**src/rtl/uart_pkg.sv**
```systemverilog
// Shared UART definitions: receiver FSM states and parity-mode encodings.
// uart_rx_cfg uses these today; a matching transmitter can reuse them.
package uart_pkg;

  typedef enum logic [2:0] {
    S_IDLE    = 3'd0,
    S_START   = 3'd1,
    S_DATA    = 3'd2,
    S_PARITY  = 3'd3,
    S_STOP    = 3'd4,
    S_CLEANUP = 3'd5
  } state_t;

  localparam int PAR_NONE = 0;
  localparam int PAR_EVEN = 1;
  localparam int PAR_ODD  = 2;

endpackage

```
**src/rtl/uart_sync2.sv**
```systemverilog
// Two-flop synchroniser for an asynchronous single-bit input.
// The reset value is a parameter so an idle-high line does not look like a start bit.
module uart_sync2 #(
  parameter logic RST_VAL = 1'b1
) (
  input  logic clk,
  input  logic rst_l,
  input  logic d,
  output logic q
);

  logic d_p0;

  always_ff @(posedge clk) begin
    if (!rst_l) begin
      d_p0 <= RST_VAL;
      q    <= RST_VAL;
    end else begin
      d_p0 <= d;
      q    <= d_p0;
    end
  end

endmodule

```
**src/rtl/uart_rx_cfg.sv**
```systemverilog
// Configurable UART receiver: mid-bit sampling, optional parity, 1 or 2 stop bits,
// held output word with ready handshake, framing/parity flags and sticky overrun.
module uart_rx_cfg
  import uart_pkg::*;
#(
  parameter int CLKS_PER_BIT = 87,
  parameter int DATA_BITS    = 8,
  parameter int PARITY       = 0,
  parameter int STOP_BITS    = 1
) (
  input  logic                 i_Clock,
  input  logic                 i_Rst_L,
  input  logic                 i_Rx_Serial,
  input  logic                 i_Rx_Ready,
  output logic                 o_Rx_DV,
  output logic [DATA_BITS-1:0] o_Rx_Byte,
  output logic                 o_Parity_Err,
  output logic                 o_Frame_Err,
  output logic                 o_Overrun,
  output logic                 o_Rx_Active
);

  if (CLKS_PER_BIT < 4 || CLKS_PER_BIT > 65535) begin : g_bad_cpb
    $error("uart_rx_cfg: CLKS_PER_BIT must be 4..65535");
  end
  if (DATA_BITS < 5 || DATA_BITS > 9) begin : g_bad_data
    $error("uart_rx_cfg: DATA_BITS must be 5..9");
  end
  if (PARITY < 0 || PARITY > 2) begin : g_bad_par
    $error("uart_rx_cfg: PARITY must be 0, 1 or 2");
  end
  if (STOP_BITS != 1 && STOP_BITS != 2) begin : g_bad_stop
    $error("uart_rx_cfg: STOP_BITS must be 1 or 2");
  end

  localparam int CNT_W = $clog2(CLKS_PER_BIT);
  localparam int BIT_W = $clog2(DATA_BITS + 1);

  localparam logic [CNT_W-1:0] CNT_LAST  = CNT_W'(CLKS_PER_BIT - 1);
  localparam logic [CNT_W-1:0] CNT_HALF  = CNT_W'((CLKS_PER_BIT - 1) / 2);
  localparam logic [BIT_W-1:0] DATA_LAST = BIT_W'(DATA_BITS - 1);
  localparam logic [BIT_W-1:0] STOP_LAST = BIT_W'(STOP_BITS - 1);

  // Even parity flags a set XOR; odd parity flags a clear one.
  function automatic logic parity_bad(input logic [DATA_BITS-1:0] d, input logic s);
    logic x;
    x = (^d) ^ s;
    return (PARITY == PAR_ODD) ? ~x : x;
  endfunction

  state_t               state;
  state_t               next_state;
  logic                 rx;
  logic [CNT_W-1:0]     clk_cnt;
  logic [BIT_W-1:0]     bit_cnt;
  logic [DATA_BITS-1:0] shreg;
  logic                 par_acc;
  logic                 frm_acc;
  logic                 bit_done;
  logic                 half_done;
  logic                 cnt_clr;
  logic                 bit_clr;
  logic                 bit_inc;
  logic                 shift_en;
  logic                 par_en;
  logic                 stop_en;
  logic                 err_clr;
  logic                 load;
  logic                 ovr_set;

  // Line synchroniser: everything downstream sees only rx.
  uart_sync2 #(.RST_VAL(1'b1)) u_sync (
    .clk   (i_Clock),
    .rst_l (i_Rst_L),
    .d     (i_Rx_Serial),
    .q     (rx)
  );

  assign bit_done  = (clk_cnt == CNT_LAST);
  assign half_done = (clk_cnt == CNT_HALF);

  always_ff @(posedge i_Clock) begin
    if (!i_Rst_L) state <= S_IDLE;
    else          state <= next_state;
  end

  always_comb begin
    next_state = state;
    case (state)
      S_IDLE:    if (!rx) next_state = S_START;
      S_START:   if (half_done) next_state = rx ? S_IDLE : S_DATA;
      S_DATA:    if (bit_done && bit_cnt == DATA_LAST)
                   next_state = (PARITY != PAR_NONE) ? S_PARITY : S_STOP;
      S_PARITY:  if (bit_done) next_state = S_STOP;
      S_STOP:    if (bit_done && bit_cnt == STOP_LAST) next_state = S_CLEANUP;
      S_CLEANUP: next_state = S_IDLE;
      default:   next_state = S_IDLE;
    endcase
  end

  // Strobes are decoded from the current state; bit_cnt restarts on every state change.
  always_comb begin
    o_Rx_Active = (state != S_IDLE);
    cnt_clr     = 1'b1;
    bit_clr     = (next_state != state);
    bit_inc     = 1'b0;
    shift_en    = 1'b0;
    par_en      = 1'b0;
    stop_en     = 1'b0;
    err_clr     = 1'b0;
    load        = 1'b0;
    ovr_set     = 1'b0;
    case (state)
      S_START: begin
        cnt_clr = half_done;
        err_clr = 1'b1;
      end
      S_DATA: begin
        cnt_clr  = bit_done;
        shift_en = bit_done;
        bit_inc  = bit_done;
      end
      S_PARITY: begin
        cnt_clr = bit_done;
        par_en  = bit_done;
      end
      S_STOP: begin
        cnt_clr = bit_done;
        stop_en = bit_done;
        bit_inc = bit_done;
      end
      S_CLEANUP: begin
        load    = !o_Rx_DV || i_Rx_Ready;
        ovr_set = o_Rx_DV && !i_Rx_Ready;
      end
      default: ;
    endcase
  end

  always_ff @(posedge i_Clock) begin
    if (shift_en) shreg <= {rx, shreg[DATA_BITS-1:1]};
  end

  always_ff @(posedge i_Clock) begin
    if (!i_Rst_L) begin
      clk_cnt      <= '0;
      bit_cnt      <= '0;
      par_acc      <= 1'b0;
      frm_acc      <= 1'b0;
      o_Rx_DV      <= 1'b0;
      o_Rx_Byte    <= '0;
      o_Parity_Err <= 1'b0;
      o_Frame_Err  <= 1'b0;
      o_Overrun    <= 1'b0;
    end else begin
      clk_cnt <= cnt_clr ? '0 : clk_cnt + 1'b1;
      if (bit_clr)      bit_cnt <= '0;
      else if (bit_inc) bit_cnt <= bit_cnt + 1'b1;
      if (err_clr) begin
        par_acc <= 1'b0;
        frm_acc <= 1'b0;
      end
      if (par_en)         par_acc <= parity_bad(shreg, rx);
      if (stop_en && !rx) frm_acc <= 1'b1;
      // Output hand-off: a new load wins over a simultaneous ready clear.
      if (load) begin
        o_Rx_Byte    <= shreg;
        o_Parity_Err <= par_acc;
        o_Frame_Err  <= frm_acc;
      end
      if (load)            o_Rx_DV <= 1'b1;
      else if (i_Rx_Ready) o_Rx_DV <= 1'b0;
      if (ovr_set) o_Overrun <= 1'b1;
    end
  end

endmodule

```
**config.mk**
```make
export PLATFORM = sky130hd
export DESIGN_NAME = uart_rx_cfg
export DESIGN_NICKNAME = d
export VERILOG_FILES = /design/src/rtl/uart_pkg.sv /design/src/rtl/uart_sync2.sv /design/src/rtl/uart_rx_cfg.sv
export SDC_FILE = /design/constraint.sdc
export NUM_CORES = 1
export LEC_CHECK = 0
export BUFFER_PORTS_ARGS = -buffer_cell sky130_fd_sc_hd__buf_2
export CAP_MARGIN = 10
export CORE_UTILIZATION = 45
export CTS_CLUSTER_SIZE = 12
export DETAILED_ROUTE_END_ITERATION = 10
export GPL_ROUTABILITY_DRIVEN = 0
export PLACE_DENSITY = 0.67
export SLEW_MARGIN = 25
export SYNTH_ARGS = -nofsm -noshare
export SYNTH_HDL_FRONTEND = slang
export SYNTH_SLANG_ARGS = --single-unit
```
**constraint.sdc**
```tcl
create_clock -name i_Clock -period 4.49 [get_ports i_Clock]
set_clock_uncertainty 0.2 [all_clocks]
set_input_delay 0.6735 -clock i_Clock [delete_from_list [all_inputs] [get_ports i_Clock]]
set_output_delay 0.6735 -clock i_Clock [all_outputs]
set_load 0.1 [all_outputs]
```
Word-level counts from Yosys, hierarchy flattened
Index checks and enable logic that the tools add are counted.
Storage, ports and cells
  bits in registers: 38
  output and inout port bits: 13
  logic and storage cells: 65
Cells by class
  add/subtract/negate cells: 2
  equal/unequal tests: 9
  muxes and demuxes: 20
  bitwise logic cells: 2
  reductions and logical operators: 19
Operator list (count)
  2-to-1 mux 3 bit: 5
  case mux 3 bit (5 select lines): 1
  2-to-1 mux 1 bit: 12
  XOR reduction 8 bit: 1
  adder 7 x 1 -> 7 bit, second input constant: 1
  == test 7 x 6 -> 1 bit, second input constant: 1
  == test 7 bit, second input constant: 1
  == test 3 x 2 -> 1 bit, second input constant: 2
  == test 3 bit, second input constant: 2
  nonzero test 2 bit: 3
  OR reduction 2 bit: 3
  adder 4 x 1 -> 4 bit, second input constant: 1
  == test 4 x 3 -> 1 bit, second input constant: 1
  logical AND 1 bit: 4
  logical NOT 4 bit: 1
  == test 3 x 1 -> 1 bit, second input constant: 1
  logical NOT 1 bit: 3
  logical NOT 3 bit: 1
  != test 3 bit: 1
  nonzero test 3 bit: 1
  OR reduction 3 bit: 1
  2-to-1 mux 2 bit: 1
  case mux 1 bit (2 select lines): 1
  logical OR 1 bit: 1
  2 further kinds: 2

Longest topological paths before layout
Gate-level depths: netlist (run 1).
  depth after elaboration: 6
  mapped depth: 6
  gate-level depth less buffers: 6

By module
From an unflattened synthesis (run 1), not the netlist that was laid out.
Unflattened totals
  cell total of the unflattened synthesis: 164
  area, all modules: 1709.1 um^2
By module, submodules not included
  uart_rx_cfg: instances 1, cells an instance 160, area each 1656.6 um^2
  uart_sync2: instances 1, cells an instance 4, area each 52.6 um^2

Worst setup path after synthesis (run 1)
Ideal clock, no wire load.
  path type: register to output
  start point: reg state[0]
  end point: out o_Rx_Active
  arrival: 1363 ps
  slack: 2254 ps
  cell stages (with the launch flop): 4
  path buffers: 1
  cells stage by stage: dfxtp_1 clkbuf_1 nor2_1 nand2_1
On the way
  longest elaborated chain between the ends: 1
Ends and longest elaborated chain
  start, declared: line uart_rx_cfg.sv:51  | state_t state;
  start signal, assigned: line uart_rx_cfg.sv:84  | else state <= next_state;
  nonzero test 3 bit: line uart_rx_cfg.sv:103  | o_Rx_Active = (state != S_IDLE);
  end, declared: line uart_rx_cfg.sv:20  | output logic o_Rx_Active
No other way between the ends.

Worst setup path after layout (run 1)
Same ends and word-level chain as after synthesis.

==> metrics.txt, run 1 <==
average size of a mapped cell=approximately 10 um2; # nets final=191; VDD IR-drop max=0.1667 mV; startpoint types=flip-flop; largest net degree at the start of global routing=22; worst path bufs/invs=1; final worst setup slack=~2.1 ns; Yosys reg bits=38; achievable frequency=between 0.4 and 0.5 GHz; Ports=17; die width=between 60 and 70 um; Comb pwr share=under 10%; Hold Fails Final Rpt=0; ANT cells=0; clk_lat worst skew=0.29 ns; Starting Density=between 40% and 50%; syn_nets=approximately 180; pwr/cell area=362.0 nW/um2; fin. max-slew vios=0; core footprint=~3700 um2; post-CTS resize count=0; Flop pwr share=49.1%; Synth Area in Compound Gates=between 10% and 20%; FF-to-FF setup slack=between 2 and 2.5 ns; proportion of layout cells with a drive suffix above 1=~16%; largest family of logic cells by synthesized area=simple AND/OR/NAND/NOR gates; WP data arrival=between 1.5 and 2 ns; endpoints failing setup=0; vias in the first global route=approximately 1200; Die ar.=about 4000 um2; pre-CTS WS=about 2.0 ns; most frequent cells in the layout=dfxtp_1 (30), nor2_1 (19), buf_2 (16), mux2i_1 (11); Crit Path Class=reg -> out; delay-heaviest family, CP=flip-flops; Final Util=53.56%; Hold WS=around 0.22 ns; Critical Path Sink Type=output port; # Max-Cap Violations=0; Stages on worst setup path=3; DR iter-0 viols=33; RSZ-0062 raised after global routing=no; commonest non-fill, non-tap cell in the layout=dfxtp_1; crit share post-route=approximately 53%; # hold bufs at CTS=0; initial antenna violation count=0; row count=22; CTS tree=yes; number of buffers created by CTS=5; hold path depth=1; Post-Synth Simple-Gate Area=19.00%; Worst Tran Pin Value=~0.72 ns; Layout area overhead=14.09%; clk root buf=clkbuf_8; Internal=0.5767 mW; Ys Warns=0; post-layout min period=between 2 and 2.5 ns; Avg Vias per Cell=5.539; sequential element share of the synthesized area=between 40% and 50%; final wirelength=between 3000 and 4000 um; post-route ant nets=0; cell taking the most area after synthesis=dfxtp_1; drt wl/cell=~14 um; relative slew slack=~52%; number of setup buffers added after CTS=0; crit-path max FO=15; CTS H-tree depth=2; CTS clock-pin slew for the worst setup and hold paths=approximately 0.080 ns; Slowest-stage cell, CP=dfxtp_1; Residual DRC=0; drt pass-1 iters=4; IO buf count=16; Synth Instances=roughly 170; critical path cell sequence=nor2_1, nand2_1, buf_2; deepest clock path buffer count=2; DP Wirelength=between 2000 and 2500 um; Worst path max stage delay=between 0.6 and 0.7 ns; leakage power=0.7250 nW; DR vias=about 1300; Global Route Usage Sum=roughly 18%; P_sw=between 0.1 and 0.15 mW; status=finished, final reports clean; synth top area cells=dfxtp_1 (35%), edfxtp_1 (14%), mux2i_1 (6.4%); R2R depth=6; Die Height=approximately 64 um; Clock power frac=48.2%; first-pass GRT wire length=about 5600 um; Synth top area share=roughly a third; adder-cell share of the synthesized area=2.890%; CTS sink count=38; post-synthesis mux area share=under 10%; Post-Syn Area=1732 um2; WP data required=approximately 3.6 ns; post-synthesis cell type count=around 40; Net Sw Frac=19.37%; Fin Setup TNS=0 ns; Hold Path Class=reg -> reg; global route overflow=0; XOR/XNOR Fraction of Synth Area=approximately 8%
-- cells in the mapped netlist --
master,n
a2111oi_0,1
a211oi_1,9
a211oi_2,1
a21o_1,2
a21oi_1,3
a22oi_1,1
a31oi_1,1
a41o_1,2
and2_1,1
and3_1,3
and3b_1,1
and4b_1,1
and4bb_2,1
buf_2,2
buf_4,1
clkbuf_1,5
dfxtp_1,30
edfxtp_1,8
ha_1,4
inv_1,7
mux2i_1,11
nand2_1,5
nand2b_1,6
nand3_1,5
nand3b_1,1
nand4_1,1
nand4bb_4,1
nor2_1,19
nor2b_1,3
nor3_1,6
nor4_1,1
o21a_1,1
o21ai_0,4
o22ai_1,1
o31a_1,1
o31ai_1,1
or3_1,2
or4_4,1
xnor2_1,9
xnor3_1,1
xor2_1,4
-- cell families (layout without fill, tap and decap cells) --
logic type,Yosys count,count (layout)
flops,38,38
simple gates,58,58
buf+inv,15,31
compound gates,28,28
xor+xnor,14,14
mux,11,11
fa+ha+maj,4,4
-- power groups by stage --
stage	Combinational, mW	Sequential, mW	Clock [mW]
floorplan	0.0150	0.358	0
detailed placement	0.0187	0.359	0
global placement	0.0182	0.359	0
CTS	0.0190	0.351	0.351
finish	0.0189	0.351	0.345
global route	0.0207	0.352	0.368
-- metrics by stage --
step | power [mW] | instances | cell area, um2
global placement | 0.3772 | 224 | 1836
finish | 0.7152 | 232 | 1976
detailed placement | 0.3779 | 224 | 1836
global route | 0.7406 | 232 | 1976
floorplan | 0.3725 | 168 | 1732
CTS | 0.7206 | 232 | 1973
-- path summary, 6_finish.rpt --
| kind | from | end |
|---|---|---|
| min | u_sync.d_p0$_SDFF_PN1_ | u_sync.q$_SDFF_PN1_ |
| min reg2reg | u_sync.d_p0$_SDFF_PN1_ | u_sync.q$_SDFF_PN1_ |
| max reg2reg | clk_cnt[0]$_SDFF_PP0_ | shreg[7]$_DFFE_PP_ |
| max | state[0]$_SDFF_PN0_ | o_Rx_Active |
-- sequential cells by signal, indices dropped and copies added (netlist names) --
signal	count
clk_cnt	7
o_Rx_Byte	8
frm_acc	1
state	3
par_acc	1
u_sync.q	1
shreg	8
bit_cnt	4
o_Rx_DV	1
u_sync.d_p0	1
o_Overrun	1
o_Parity_Err	1
o_Frame_Err	1
-- final cells by class --
cell class | count | area (um2)
Clock buffer | 5 | 68.82
Clock inverter | 3 | 68.82
Fill cell | 329 | 1713
Inverter | 7 | 26.28
Multi-Input combinational cell | 115 | 830.8
Sequential cell | 38 | 840.8
Tap cell | 48 | 60.06
Timing Repair Buffer | 16 | 80.08
-- worst reg2reg max path: cells and delay by family (launching register included) --
family / cells / cell delay, ns
DFF: 1 / 0.34
adders and majority gates: 1 / 0.20
buffers and inverters: 1 / 0.06
and+or+nand+nor: 4 / 1.09
-- metal layers --
| layer | global-route usage, % | wire length, um | vias up |
|---|---|---|---|
| met1 | 20.27 | 1432 | 622 |
| met4 | 8.807 | 78 | 0 |
| met5 | 0 | 0 | - |
| met2 | 30.45 | 1577 | 28 |
| met3 | 5.000 | 156 | 7 |
| li1 | - | - | 628 |
(Power assumes the default switching activity.)
==> inputs of run 2 (changes only) <==
==> constraint.sdc (replaced) <==
create_clock -name i_Clock -period 2.25 [get_ports i_Clock]
set_clock_uncertainty 0.2 [all_clocks]
set_input_delay 0.3375 -clock i_Clock [delete_from_list [all_inputs] [get_ports i_Clock]]
set_output_delay 0.3375 -clock i_Clock [all_outputs]
set_load 0.1 [all_outputs]
==> run 2 against run 1 <==
  * Register-to-register slack lost 2.1 ns
  * Wire length shrank 2.9%
  * Core utilization shrank 0.37 points
  * Sequential share of layout area grew 0.30 points
==> metrics.txt, run 2 (synthesis results as in run 1) <==
critical path cell sequence=inv_1, ha_1, nand4bb_4, or4_4, or3_1, a211oi_2; # Max-Cap Violations=0 (unchanged); CTS tree=yes; CTS clock-pin slew for the worst setup and hold paths=0.07 ns (about the same); Comb pwr share=3.4% (+0.8 points); drt wl/cell=13.24 um (-5.4%); clk root buf=clkbuf_8; core footprint=3689 um2 (unchanged); Critical Path Source=clk_cnt[0]$_SDFF_PP0_; Net Sw Frac=21.52% (+2.2 points); Flop pwr share=59.7% (+11 points); # hold bufs at CTS=0 (unchanged); post-layout min period=2.074 ns; drt pass-1 iters=4 (unchanged); Residual DRC=0 (unchanged); commonest non-fill, non-tap cell in the layout=dfxtp_1; Placed Cells=230 (+2.7%); Die Height=64.04 um (unchanged); VDD IR-drop max=0.2399 mV (+44%); initial antenna violation count=0 (unchanged); Slowest-stage cell, CP=or4_4; DP Wirelength=2299 um (+1.9%); RR Startpoint=clk_cnt[0]$_SDFF_PP0_; status=finished, final reports clean; relative slew slack=54.01% (+2.3 points); proportion of layout cells with a drive suffix above 1=16.84% (+1.1 points); Worst path max stage delay=0.51 ns (-0.11 ns); pwr/cell area=598.6 nW/um2 (+65%); number of buffers created by CTS=5 (unchanged); crit-path max FO=4 (-11); endpoints failing setup=0 (unchanged); DR iter-0 viols=37 (+12%); ANT cells=0 (unchanged); Fin Setup TNS=0 ns (unchanged); global route overflow=0 (unchanged); R2R depth=6 (unchanged); delay-heaviest family, CP=simple AND/OR/NAND/NOR gates; achievable frequency=0.4822 GHz; largest net degree at the start of global routing=22 (unchanged); crit share post-route=about 92%; P_sw=0.2527 mW (+82%); post-CTS resize count=0 (unchanged); CTS sink count=38 (unchanged); post-route ant nets=0 (unchanged); vias in the first global route=1292 (+3.9%); IO buf count=16 (unchanged); clk_lat worst skew=0.28 ns (about the same); RSZ-0062 raised after global routing=no; fin. max-slew vios=0 (unchanged); Critical Path Sink Type=flip-flop; Worst Tran Pin Value=0.6891 ns (-0.02965 ns); Starting Density=46.95% (unchanged); WP data required=2.26 ns (-1.36 ns); number of setup buffers added after CTS=0 (unchanged); Hold Path Class=in -> reg; startpoint types=flip-flop; Avg Vias per Cell=5.391 (-2.7%); hold endpoint=u_sync.d_p0$_SDFF_PN1_; leakage power=0.7280 nW (+0.41%); DR vias=1283 (-0.16%); final wirelength=3150 um (-2.9%); WP data arrival=2.09 ns (+0.56 ns); Reg-to-Reg End=bit_cnt[3]$_SDFFE_PP0P_; hold path depth=2 (+1); Ports=17 (unchanged); Crit Path Class=reg -> reg; post-route insts no fill=238 (+2.6%); Hold Fails Final Rpt=0 (unchanged); filler instances=343 (+4.3%); die width=64.04 um (unchanged); Layout area overhead=13.29%; Clock power frac=36.9% (-11 points); Internal=0.9217 mW (+60%); # nets final=197 (+3.1%); worst path bufs/invs=1 (unchanged); deepest clock path buffer count=2 (unchanged); FF-to-FF setup slack=0.18 ns (-2.09 ns); row count=22 (unchanged); registers with the most flip-flops=o_Rx_Byte: 8 flops, shreg: 8 flops, clk_cnt: 7 flops; first-pass GRT wire length=5699 um (+2.6%); most frequent cells in the layout=dfxtp_1 (30), nor2_1 (19), buf_2 (16), mux2i_1 (11); Global Route Usage Sum=18.39% (+0.56 points); Hold Path Origin=i_Rx_Serial; Die ar.=4100 um2 (unchanged); CTS H-tree depth=2 (unchanged)
==> run 2: through the flow <==
stage	cell area, um2	util [%]	worst slack (ns)	hold slack (ns)	total power, mW
final	1962	53.19	0.1763	0.02980	1.174
after global routing	1962	53.19	0.06498	0.04484	1.233
after CTS	1962	53.19	0.1661	0.01571	1.196
after detailed placement	1881	50.98	0.1861	0.1972	0.7562
after global placement	1881	50.98	0.2249	0.1898	0.7552
after floorplan	1732	-	0.2581	0.1863	0.7434
==> run 2: layer usage <==
layer | part of all wire, % | global-route usage (%) | routed length (um)
met5 | 0 | 0 | 0
met4 | 2.3 | 10.23 | 72
met3 | 3.4 | 6.071 | 106
met2 | 49 | 30.59 | 1547
met1 | 45 | 20.56 | 1424
==> run 2: final cells by class <==
cell class	count	area [um2]	share of cell area [%]
clock inverters	2	8.758	0.4464
flip-flops and latches	38	840.8	42.86
multi-input cells	115	828.3	42.22
well taps	48	60.06	3.061
repair buffers	22	125.1	6.378
clock buffers	6	72.57	3.699
inverters	7	26.28	1.339
==> run 2: power by group through the flow <==
stage	clock [mW]	sequential, mW	combinational, mW
2_1_floorplan	0	0.713	0.0299
3_3_place_gp	0	0.716	0.0388
3_5_place_dp	0	0.717	0.0397
4_1_cts	0.456	0.701	0.0399
5_1_grt	0.488	0.701	0.0435
6_report	0.434	0.701	0.0396
==> run 2: worst max path at each step <==
| stage | slack, ns | to | depth (start not counted) |
|---|---|---|---|
| 6_report | 0.18 | bit_cnt[3]$_SDFFE_PP0P_ | 6 |
| 5_1_grt | 0.06 | shreg[7]$_DFFE_PP_ | 6 |
| 4_1_cts | 0.17 | bit_cnt[3]$_SDFFE_PP0P_ | 6 |
| 3_5_place_dp | 0.19 | bit_cnt[3]$_SDFFE_PP0P_ | 6 |
| 3_3_place_gp | 0.22 | bit_cnt[3]$_SDFFE_PP0P_ | 6 |
| 2_1_floorplan | 0.26 | bit_cnt[3]$_SDFFE_PP0P_ | 6 |
